### config.mk
export PLATFORM = sky130hd
export DESIGN_NAME = smac_multi_seq_flat
export DESIGN_NICKNAME = d
export VERILOG_FILES = /design/src/rtl/smac_multi_seq_if.sv /design/src/rtl/smac_multi_seq.sv /design/src/flat_wrapper.sv
export SDC_FILE = /design/constraint.sdc
export NUM_CORES = 2
export LEC_CHECK = 0
export ABC_AREA = 1
export CORE_AREA = 2 2 640 642
export DETAILED_ROUTE_END_ITERATION = 8
export DIE_AREA = 0 0 642 644
export GPL_ROUTABILITY_DRIVEN = 1
export GPL_TIMING_DRIVEN = 0
export PLACE_DENSITY = 0.41
export SLEW_MARGIN = 40
export SYNTH_ARGS = -nofsm -noshare
export SYNTH_HDL_FRONTEND = slang
export SYNTH_SLANG_ARGS = --single-unit
### constraint.sdc
create_clock -name clk -period 18.9 [get_ports clk]
set_clock_uncertainty 0.15 [all_clocks]
set_input_delay 3.78 -clock clk [delete_from_list [all_inputs] [get_ports clk]]
set_output_delay 3.78 -clock clk [all_outputs]
set_load 0.02 [all_outputs]
### src/rtl/smac_multi_seq_if.sv
// Handshake bundle for smac_multi_seq: input vector side (valid/ready/last + config + operands)
// and result side (valid/ready + data), plus busy status.
interface smac_multi_seq_if #(
  parameter int M  = 64,
  parameter int N  = 4,
  parameter int Pa = 8,
  parameter int Pw = 4,
  parameter int TG = 4
);
  localparam int OW = $clog2(M) + Pa + Pw + TG;

  logic                  in_valid;
  logic                  in_ready;
  logic                  in_last;
  logic [$clog2(Pa):0]   pa_cfg;
  logic [$clog2(Pw):0]   pw_cfg;
  logic [M*Pa-1:0]       in_act;
  logic [N*M*Pw-1:0]     in_wei;
  logic                  out_valid;
  logic                  out_ready;
  logic [N*OW-1:0]       out_data;
  logic                  busy;

  modport master (
    output in_valid, in_last, pa_cfg, pw_cfg, in_act, in_wei, out_ready,
    input  in_ready, out_valid, out_data, busy
  );

  modport slave (
    input  in_valid, in_last, pa_cfg, pw_cfg, in_act, in_wei, out_ready,
    output in_ready, out_valid, out_data, busy
  );
endinterface

### src/rtl/smac_multi_seq.sv
// Bit-serial N-channel signed MAC: latches one vector, walks pa*pw bit-plane pairs, result pa*pw+1 edges later.
// No input buffering (in_ready low while busy); result held until out_ready. SMAC_RELU_EN zeroes negative outputs.
module smac_multi_seq #(
  parameter int M  = 64,
  parameter int N  = 4,
  parameter int Pa = 8,
  parameter int Pw = 4,
  parameter int TG = 4
) (
  input logic             clk,
  input logic             rst,
  smac_multi_seq_if.slave bus
);
  localparam int OW  = $clog2(M) + Pa + Pw + TG;
  localparam int PAW = $clog2(Pa) + 1;
  localparam int PWW = $clog2(Pw) + 1;
  localparam int IW  = (Pa > 1) ? $clog2(Pa) : 1;
  localparam int JW  = (Pw > 1) ? $clog2(Pw) : 1;
  localparam int CW  = $clog2(M + 1);
  localparam int SW  = $clog2(Pa + Pw) + 1;

  typedef enum logic [1:0] {IDLE, COMPUTE, DRAIN, OUT} state_t;

  state_t               state;
  logic [M*Pa-1:0]      act_r;
  logic [N*M*Pw-1:0]    wei_r;
  logic                 last_r;
  logic                 first_r;
  logic [PAW-1:0]       pa;
  logic [PWW-1:0]       pw;
  logic [IW-1:0]        i;
  logic [JW-1:0]        j;
  logic                 i_top;
  logic                 j_top;
  logic [CW-1:0]        pc     [N];
  logic [CW-1:0]        pc_nxt [N];
  logic                 pc_vld;
  logic                 pc_neg;
  logic [SW-1:0]        pc_sh;
  logic signed [OW-1:0] term   [N];
  logic signed [OW-1:0] acc    [N];
  logic                 in_ready_r;
  logic                 out_valid_r;
  logic                 busy_r;
  logic [N*OW-1:0]      out_data_w;

  function automatic logic [PAW-1:0] clamp_pa(input logic [PAW-1:0] v);
    if (v == '0)          return PAW'(1);
    if (v > PAW'(Pa))     return PAW'(Pa);
    return v;
  endfunction

  function automatic logic [PWW-1:0] clamp_pw(input logic [PWW-1:0] v);
    if (v == '0)          return PWW'(1);
    if (v > PWW'(Pw))     return PWW'(Pw);
    return v;
  endfunction

  assign i_top = (PAW'(i) == pa - PAW'(1));
  assign j_top = (PWW'(j) == pw - PWW'(1));

  // Stage 1: per-channel popcount of the current activation/weight bit-plane pair.
  always_comb begin
    for (int c = 0; c < N; c++) begin
      pc_nxt[c] = '0;
      for (int k = 0; k < M; k++) begin
        pc_nxt[c] = pc_nxt[c] + CW'(act_r[k*Pa + int'(i)] & wei_r[(c*M + k)*Pw + int'(j)]);
      end
    end
  end

  always_comb begin
    for (int c = 0; c < N; c++) begin
      term[c] = OW'(pc[c]) << pc_sh;
    end
  end

  always_ff @(posedge clk) begin
    if (rst) begin
      state       <= IDLE;
      in_ready_r  <= 1'b1;
      out_valid_r <= 1'b0;
      busy_r      <= 1'b0;
      act_r       <= '0;
      wei_r       <= '0;
      last_r      <= 1'b0;
      first_r     <= 1'b1;
      pa          <= PAW'(Pa);
      pw          <= PWW'(Pw);
      i           <= '0;
      j           <= '0;
      pc_vld      <= 1'b0;
      pc_neg      <= 1'b0;
      pc_sh       <= '0;
      for (int c = 0; c < N; c++) begin
        pc[c]  <= '0;
        acc[c] <= '0;
      end
    end else begin
      pc_vld <= 1'b0;
      // Stage 2: a plane pair that mixes exactly one sign bit carries negative weight.
      if (pc_vld) begin
        for (int c = 0; c < N; c++) begin
          acc[c] <= pc_neg ? acc[c] - term[c] : acc[c] + term[c];
        end
      end
      case (state)
        IDLE: begin
          if (bus.in_valid) begin
            act_r  <= bus.in_act;
            wei_r  <= bus.in_wei;
            last_r <= bus.in_last;
            i      <= '0;
            j      <= '0;
            if (first_r) begin
              pa <= clamp_pa(bus.pa_cfg);
              pw <= clamp_pw(bus.pw_cfg);
            end
            first_r    <= 1'b0;
            state      <= COMPUTE;
            in_ready_r <= 1'b0;
            busy_r     <= 1'b1;
          end
        end
        COMPUTE: begin
          for (int c = 0; c < N; c++) begin
            pc[c] <= pc_nxt[c];
          end
          pc_vld <= 1'b1;
          pc_neg <= i_top ^ j_top;
          pc_sh  <= SW'(i) + SW'(j);
          if (i_top) begin
            i <= '0;
            if (j_top) begin
              j     <= '0;
              state <= DRAIN;
            end else begin
              j <= j + JW'(1);
            end
          end else begin
            i <= i + IW'(1);
          end
        end
        DRAIN: begin
          state       <= last_r ? OUT : IDLE;
          out_valid_r <= last_r;
          in_ready_r  <= ~last_r;
          busy_r      <= last_r;
        end
        OUT: begin
          if (bus.out_ready) begin
            for (int c = 0; c < N; c++) begin
              acc[c] <= '0;
            end
            first_r     <= 1'b1;
            state       <= IDLE;
            out_valid_r <= 1'b0;
            in_ready_r  <= 1'b1;
            busy_r      <= 1'b0;
          end
        end
        default: state <= IDLE;
      endcase
    end
  end

  always_comb begin
    out_data_w = '0;
    for (int c = 0; c < N; c++) begin
`ifdef SMAC_RELU_EN
      out_data_w[c*OW +: OW] = acc[c][OW-1] ? '0 : acc[c];
`else
      out_data_w[c*OW +: OW] = acc[c];
`endif
    end
  end

  assign bus.in_ready  = in_ready_r;
  assign bus.out_valid = out_valid_r;
  assign bus.busy      = busy_r;
  assign bus.out_data  = out_data_w;
endmodule
### src/flat_wrapper.sv
// flat-port wrapper written by rule: the top's interface ports become plain ports
module smac_multi_seq_flat 
#(
  parameter int M  = 64,
  parameter int N  = 4,
  parameter int Pa = 8,
  parameter int Pw = 4,
  parameter int TG = 4
)
  (clk, rst, bus_in_valid, bus_in_last, bus_pa_cfg, bus_pw_cfg, bus_in_act, bus_in_wei, bus_out_ready, bus_in_ready, bus_out_valid, bus_out_data, bus_busy);
  smac_multi_seq_if #(.M(M), .N(N), .Pa(Pa), .Pw(Pw), .TG(TG)) bus_i ();
  input logic clk;
  input logic rst;
  input wire logic [$bits(bus_i.in_valid)-1:0] bus_in_valid;
  input wire logic [$bits(bus_i.in_last)-1:0] bus_in_last;
  input wire logic [$bits(bus_i.pa_cfg)-1:0] bus_pa_cfg;
  input wire logic [$bits(bus_i.pw_cfg)-1:0] bus_pw_cfg;
  input wire logic [$bits(bus_i.in_act)-1:0] bus_in_act;
  input wire logic [$bits(bus_i.in_wei)-1:0] bus_in_wei;
  input wire logic [$bits(bus_i.out_ready)-1:0] bus_out_ready;
  output wire logic [$bits(bus_i.in_ready)-1:0] bus_in_ready;
  output wire logic [$bits(bus_i.out_valid)-1:0] bus_out_valid;
  output wire logic [$bits(bus_i.out_data)-1:0] bus_out_data;
  output wire logic [$bits(bus_i.busy)-1:0] bus_busy;
  assign bus_i.in_valid = bus_in_valid;
  assign bus_i.in_last = bus_in_last;
  assign bus_i.pa_cfg = bus_pa_cfg;
  assign bus_i.pw_cfg = bus_pw_cfg;
  assign bus_i.in_act = bus_in_act;
  assign bus_i.in_wei = bus_in_wei;
  assign bus_i.out_ready = bus_out_ready;
  assign bus_in_ready = bus_i.in_ready;
  assign bus_out_valid = bus_i.out_valid;
  assign bus_out_data = bus_i.out_data;
  assign bus_busy = bus_i.busy;
  smac_multi_seq #(.M(M), .N(N), .Pa(Pa), .Pw(Pw), .TG(TG)) u_core (.clk(clk), .rst(rst), .bus(bus_i));
endmodule
# Yosys cells after proc, flatten, opt, wreduce, memory -nomap -nowiden
# Memories as Yosys holds them, arrays and structs flattened.
# Index checks and enable logic that the tools add are counted.
dict set report word_totals {
  ff_bits 1562
  ramBits 116
  memories 2
}
dict set report op_classes {
  n_reduce_logical 15
  magnitude_cmp 322
  n_bitwise 270
  addsub 583
  eq_ne 9
  shift 4
  muxes 1037
}
# memory words width read_ports rd_ports_with_merged_regs write_ports line
set memory_table {}
lappend memory_table {u_core.acc 4 22 4 0 4 smac_multi_seq.sv:41} ;# logic signed [OW-1:0] acc [N];
lappend memory_table {u_core.pc 4 7 4 0 4 smac_multi_seq.sv:35} ;# logic [CW-1:0] pc [N];
# operator count
set op_table {}
lappend op_table {{32-bit by 12-bit less-than comparator with 1-bit output, second input constant} 255}
lappend op_table {{1-bit binary-select mux with 10-bit select} 255}
lappend op_table {{32-bit by 11-bit less-than comparator with 1-bit output, second input constant} 63}
lappend op_table {{7-bit adder} 252}
lappend op_table {{10-bit by 2-bit adder with 11-bit output, first input constant} 128}
lappend op_table {{1-bit 2-to-1 mux} 676}
lappend op_table {{9-bit by 2-bit adder with 10-bit output, first input constant} 64}
lappend op_table {{1-bit binary-select mux with 9-bit select} 63}
lappend op_table {{9-bit by 3-bit adder with 10-bit output, first input constant} 32}
lappend op_table {{8-bit by 2-bit adder with 9-bit output, first input constant} 32}
lappend op_table {{22-bit 2-to-1 mux} 12}
lappend op_table {{1-bit AND} 256}
lappend op_table {{8-bit by 3-bit adder with 9-bit output, first input constant} 16}
lappend op_table {{7-bit by 2-bit adder with 8-bit output, first input constant} 16}
lappend op_table {{22-bit adder} 4}
lappend op_table {{7-bit by 5-bit << shifter with 22-bit output} 4}
lappend op_table {{22-bit subtractor} 4}
lappend op_table {{7-bit by 3-bit adder with 8-bit output, first input constant} 8}
lappend op_table {{6-bit by 2-bit adder with 7-bit output, first input constant} 8}
lappend op_table {{6-bit by 3-bit adder with 7-bit output, first input constant} 4}
lappend op_table {{7-bit 2-to-1 mux} 4}
lappend op_table {{5-bit by 2-bit adder with 6-bit output, first input constant} 4}
lappend op_table {{3-bit 2-to-1 mux} 6}
lappend op_table {{2-bit 2-to-1 mux} 8}
lappend op_table {{38 further kinds} 66}

# Logic depth before layout (Yosys ltp)
dict set report logic_depth {
  word_depth 69
  depth_mapped 31
}

# Least setup slack after synthesis
# Ideal clock, no wire load.
dict set report synth_timing {
  path_kind {reg-to-reg}
  start {register u_core.i[0]}
  end {memory u_core.pc[2][6] (netlist name), data pin}
  path_stages_with_launch 27
  synth_period_minus_slack_ns 7.562
  slack_ns 11.338
  t_required_ns 18.611
  path_buffers 3
  arrival_ns 7.273
  path_cell_list {dfxtp_1 clkbuf_1 clkbuf_1 clkbuf_1 o21ai_0 o221ai_1 o21ai_0 a21o_1 fa_1 fa_1 inv_1 fa_1 fa_1 fa_1 fa_1 fa_1 fa_1 ha_1 inv_1 fa_1 o31ai_1 inv_1 nor2_1 nor2_1 nor2_1 nor2_1 nor2_1}
}
# item line
set synth_rtl {}
lappend synth_rtl {{start: declaration} smac_multi_seq.sv:31} ;# logic [IW-1:0] i;
lappend synth_rtl {{start signal: assignment} smac_multi_seq.sv:141} ;# i <= i + IW'(1);
lappend synth_rtl {{end: declaration} smac_multi_seq.sv:35}

==> results.md <==
- Vias per std cell: 4.769
- Vias in the first global route: 88,960
- Worst path depth: 31
- First-pass GRT wire length: 834,200 µm
- WL final: 652,400 µm
- Post-synth top area share: 38.41%
- Sw Pwr: 0.006137 W
- Non-Filler Instances: 19,630
- Die width: 642 µm
- CP Buf/Inv Count: 10
- RSZ-0062 raised after global routing: false
- Critical path class: reg -> reg
- Setup TNS: 0 ps
- Peak VDD IR: 0.2792 mV
- Slowest-stage cell, CP: inv_1
- Cell variety after synth: 53
- Clk pwr share: 28.9%
- Top cells by area, synth: dfxtp_1, nor2_1, o21ai_0, fa_1, clkbuf_1
- Clock Sinks: 1,677
- YS warnings: 0
- Combinational fraction of design power: 42.2%
- Ports: 1,639
- Clk Latency, worst-skew pair: 990 ps
- Dpl cells: 19,180
- Syn Nets: 13,880
- GRT Resource Usage Total: 30.20%
- Initial antenna violation count: 171
- Final hold vios: 0
- Sequential power share: 29.0%
- Largest net degree at the start of global routing: 34
- Clock slew at reported path FFs: 60 ps
- Syn Area/Cell: 6.998 µm²
- Synth Register Bits: 1,677
- DRC viols: 0
- Share of layout cells above drive strength 1: 5.997%
- Starting Density: 20.53%
- P_int: 0.008498 W
- Post-Syn Instances: 11,950
- Gpl congestion: 0.9520
- Crit path DAT: 11,170 ps
- Register area share after synthesis: 41.00%
- Max_slew headroom: 30.09%
- Design Area, Final: 118,000 µm²
- Via count: 93,610
- CP most frequent cell: fa_1
- Setup-failing EPs final: 0
- Final Core Density: 28.97%
- CTS buffer count: 209
- Power Dens Cells: 124.0 nW/µm²
- DR WL/cell: 33.24 µm
- Hold Buf Count CTS: 0
- FILL cells: 45,420
- Worst Tran Pin Value: 1038 ps
- Max-slew violations: 0
- Die area: 413,400 µm²
- Switching Share: 41.93%
- Pleak: 47.07 nW
- Critical Path RT: 19,330 ps
- Cell depth of the worst min-delay path: 2
- Area of the mapped netlist: 83,650 µm²
- GR Overflow Total: 0
- DRT Pass-1 Iters: 6
- Die Ht: 644 µm
- R2R cell count: 31
- DP HPWL: 547,100 µm
- Fin crit share: 56.82%
- Worst min path class: reg -> reg
- # Post-CTS Setup Buffers: 0
- Crit start category: register
- Period minus WS final: 10,740 ps
- Synth-to-Final Area Change: 41.12%
- CTS tree: yes
- Cell area after placement: 110,800 µm²
- Post-CTS sizing: 0
- IO Port Bufs: 1,638
- Max cap viols: 0
- Max clock buf depth: 4
- CTS H-tree lvls: 4
- FP Rows: 235
- Core ar.: 407,500 µm²
- Highest Clock Rate: 93.12 MHz
- Status: completed
- Iteration-0 DRC count of the detailed router: 9,571
- DRT antenna net count: 0
- CTS Root Cell: clkbuf_16
- Crit path max-delay family: adder cells
- CP max FO: 10
- Slowest stage delay, CP: 750 ps
- Layout Nets: 15,860
- Leading area contributor after synthesis: dfxtp_1
- Critical Path End Type: register
[synthesized netlist by cell type, drive strengths merged]
| master | n |
|---|---|
| inv | 446 |
| a31o | 1 |
| nand2 | 631 |
| o31ai | 5 |
| a221oi | 6 |
| o22ai | 96 |
| nor2 | 4417 |
| xnor2 | 27 |
| ha | 153 |
| a211oi | 4 |
| a31oi | 11 |
| a22oi | 7 |
| fa | 221 |
| o21ai | 2480 |
| a221o | 11 |
| clkinv | 6 |
| and2 | 4 |
| nor3 | 24 |
| o31a | 1 |
| dfxtp | 1605 |
| o311ai | 2 |
| xor2 | 57 |
| clkbuf | 786 |
| o32ai | 1 |
| o211ai | 5 |
| or2 | 15 |
| nor4 | 5 |
| a21oi | 410 |
| a21o | 94 |
| edfxtp | 72 |
| nor3b | 1 |
| o21a | 24 |
| o21bai | 10 |
| o221a | 1 |
| nand4 | 27 |
| nand3b | 5 |
| o221ai | 68 |
| buf | 58 |
| nand3 | 157 |
[logic make-up after synthesis]
| kind of cell | after synthesis | synth area share, % |
|---|---|---|
| AND/OR/NAND/NOR | 5286 | 24.23 |
| AO/OA/AOI/OAI | 3237 | 20.43 |
| adder cells (fa/ha/maj) | 374 | 7.577 |
| XOR/XNOR | 84 | 0.8795 |
| buffers and inverters | 1296 | 5.889 |
| flip-flops | 1677 | 41.00 |
[layout by cell type (no fill, tap or decap), types with 11 or more instances in the layout]
master	count
edfxtp_1	72
o21ai_1	35
nand4_1	26
clkdlybuf4s50_1	1638
inv_1	437
buf_16	55
clkinv_2	31
o21ai_0	2392
buf_1	19
o22ai_1	96
ha_1	153
buf_12	36
bufinv_16	12
a31oi_1	11
clkbuf_8	46
a21o_1	94
clkinvlp_4	11
nand2_1	624
nor3_1	21
fa_1	221
o21a_1	21
or2_2	13
diode_2	68
o221ai_1	64
o21ai_4	49
xor2_1	57
xnor2_1	27
clkbuf_1	608
nand3_1	155
dfxtp_1	1605
a21oi_1	401
a221o_1	11
clkbuf_2	189
buf_2	29
buf_8	45
clkbuf_4	38
nor2_1	4410
clkbuf_16	214
[metal layers]
layer | global-route usage (%) | vias up | part of all wire, %
li1 | - | 43170 | -
met1 | 35.71 | 45350 | 39
met2 | 52.59 | 4067 | 49
met3 | 4.536 | 974 | 6.0
met4 | 15.94 | 48 | 6.0
met5 | 0 | - | 0.053
[tightest hold or removal path: cells and delay by family, from the launching register on]
family	cells	cell delay [ps]
AND/OR/NAND/NOR	2	120
flip-flops	1	320
[registers in the layout, summed over array words and instances (netlist names)]
register              count
u_core.bus.out_valid      1
u_core.bus.in_ready       1
u_core.j                  2
u_core.act_r            512
u_core.pa                 4
u_core.acc               88
u_core.bus.busy           1
u_core.pc_neg             1
u_core.pc_vld             1
u_core.wei_r           1024
u_core.i                  3
u_core.pw                 3
u_core.pc_sh              4
u_core.first_r            1
u_core.pc                28
u_core.last_r             1
u_core.state              2
[cell type report]
cell class              count  area (µm²)  area share (%)
diodes                     68       170.2          0.1441
plain buffers             844        3628           3.074
clock buffers             307        6165           5.222
clock inverters            70       854.6          0.7239
inverters                 452        1699           1.439
multi-input cells        8981       45090           38.20
flip-flops and latches   1677       34290           29.05
well taps                5451        6820           5.778
repair buffers           1776       19320           16.37
[power by group through the flow]
stage / Sequential (W) / Combinational (W) / Clock [W]
after floorplan: 0.00422 / 0.00315 / 0
after global placement: 0.00430 / 0.00594 / 0
after detailed placement: 0.00431 / 0.00620 / 0
after CTS: 0.00423 / 0.00623 / 0.00428
after global routing: 0.00427 / 0.00670 / 0.00441
final: 0.00424 / 0.00617 / 0.00423
[path summary, 6_finish.rpt]
check / startpoint / endpoint / slack, ps
setup / recovery: u_core.i[0] / u_core.pc[0][5] / 8160
hold / removal: u_core.wei_r[337] / u_core.wei_r[337] / 320
setup reg to reg: u_core.i[0] / u_core.pc[0][5] / 8160
hold reg to reg: u_core.wei_r[337] / u_core.wei_r[337] / 320
[metrics by stage]
step | hold WS (ps) | worst slack (ps) | total power, W
detailed placement | 314.7 | 7801 | 0.01051
finish | 324.9 | 8161 | 0.01463
floorplan | 277.7 | 11340 | 0.007368
global route | 334.2 | 7754 | 0.01539
global placement | 307.3 | 3585 | 0.01025
CTS | 327.2 | 7734 | 0.01474
(Power assumes the default switching activity.)
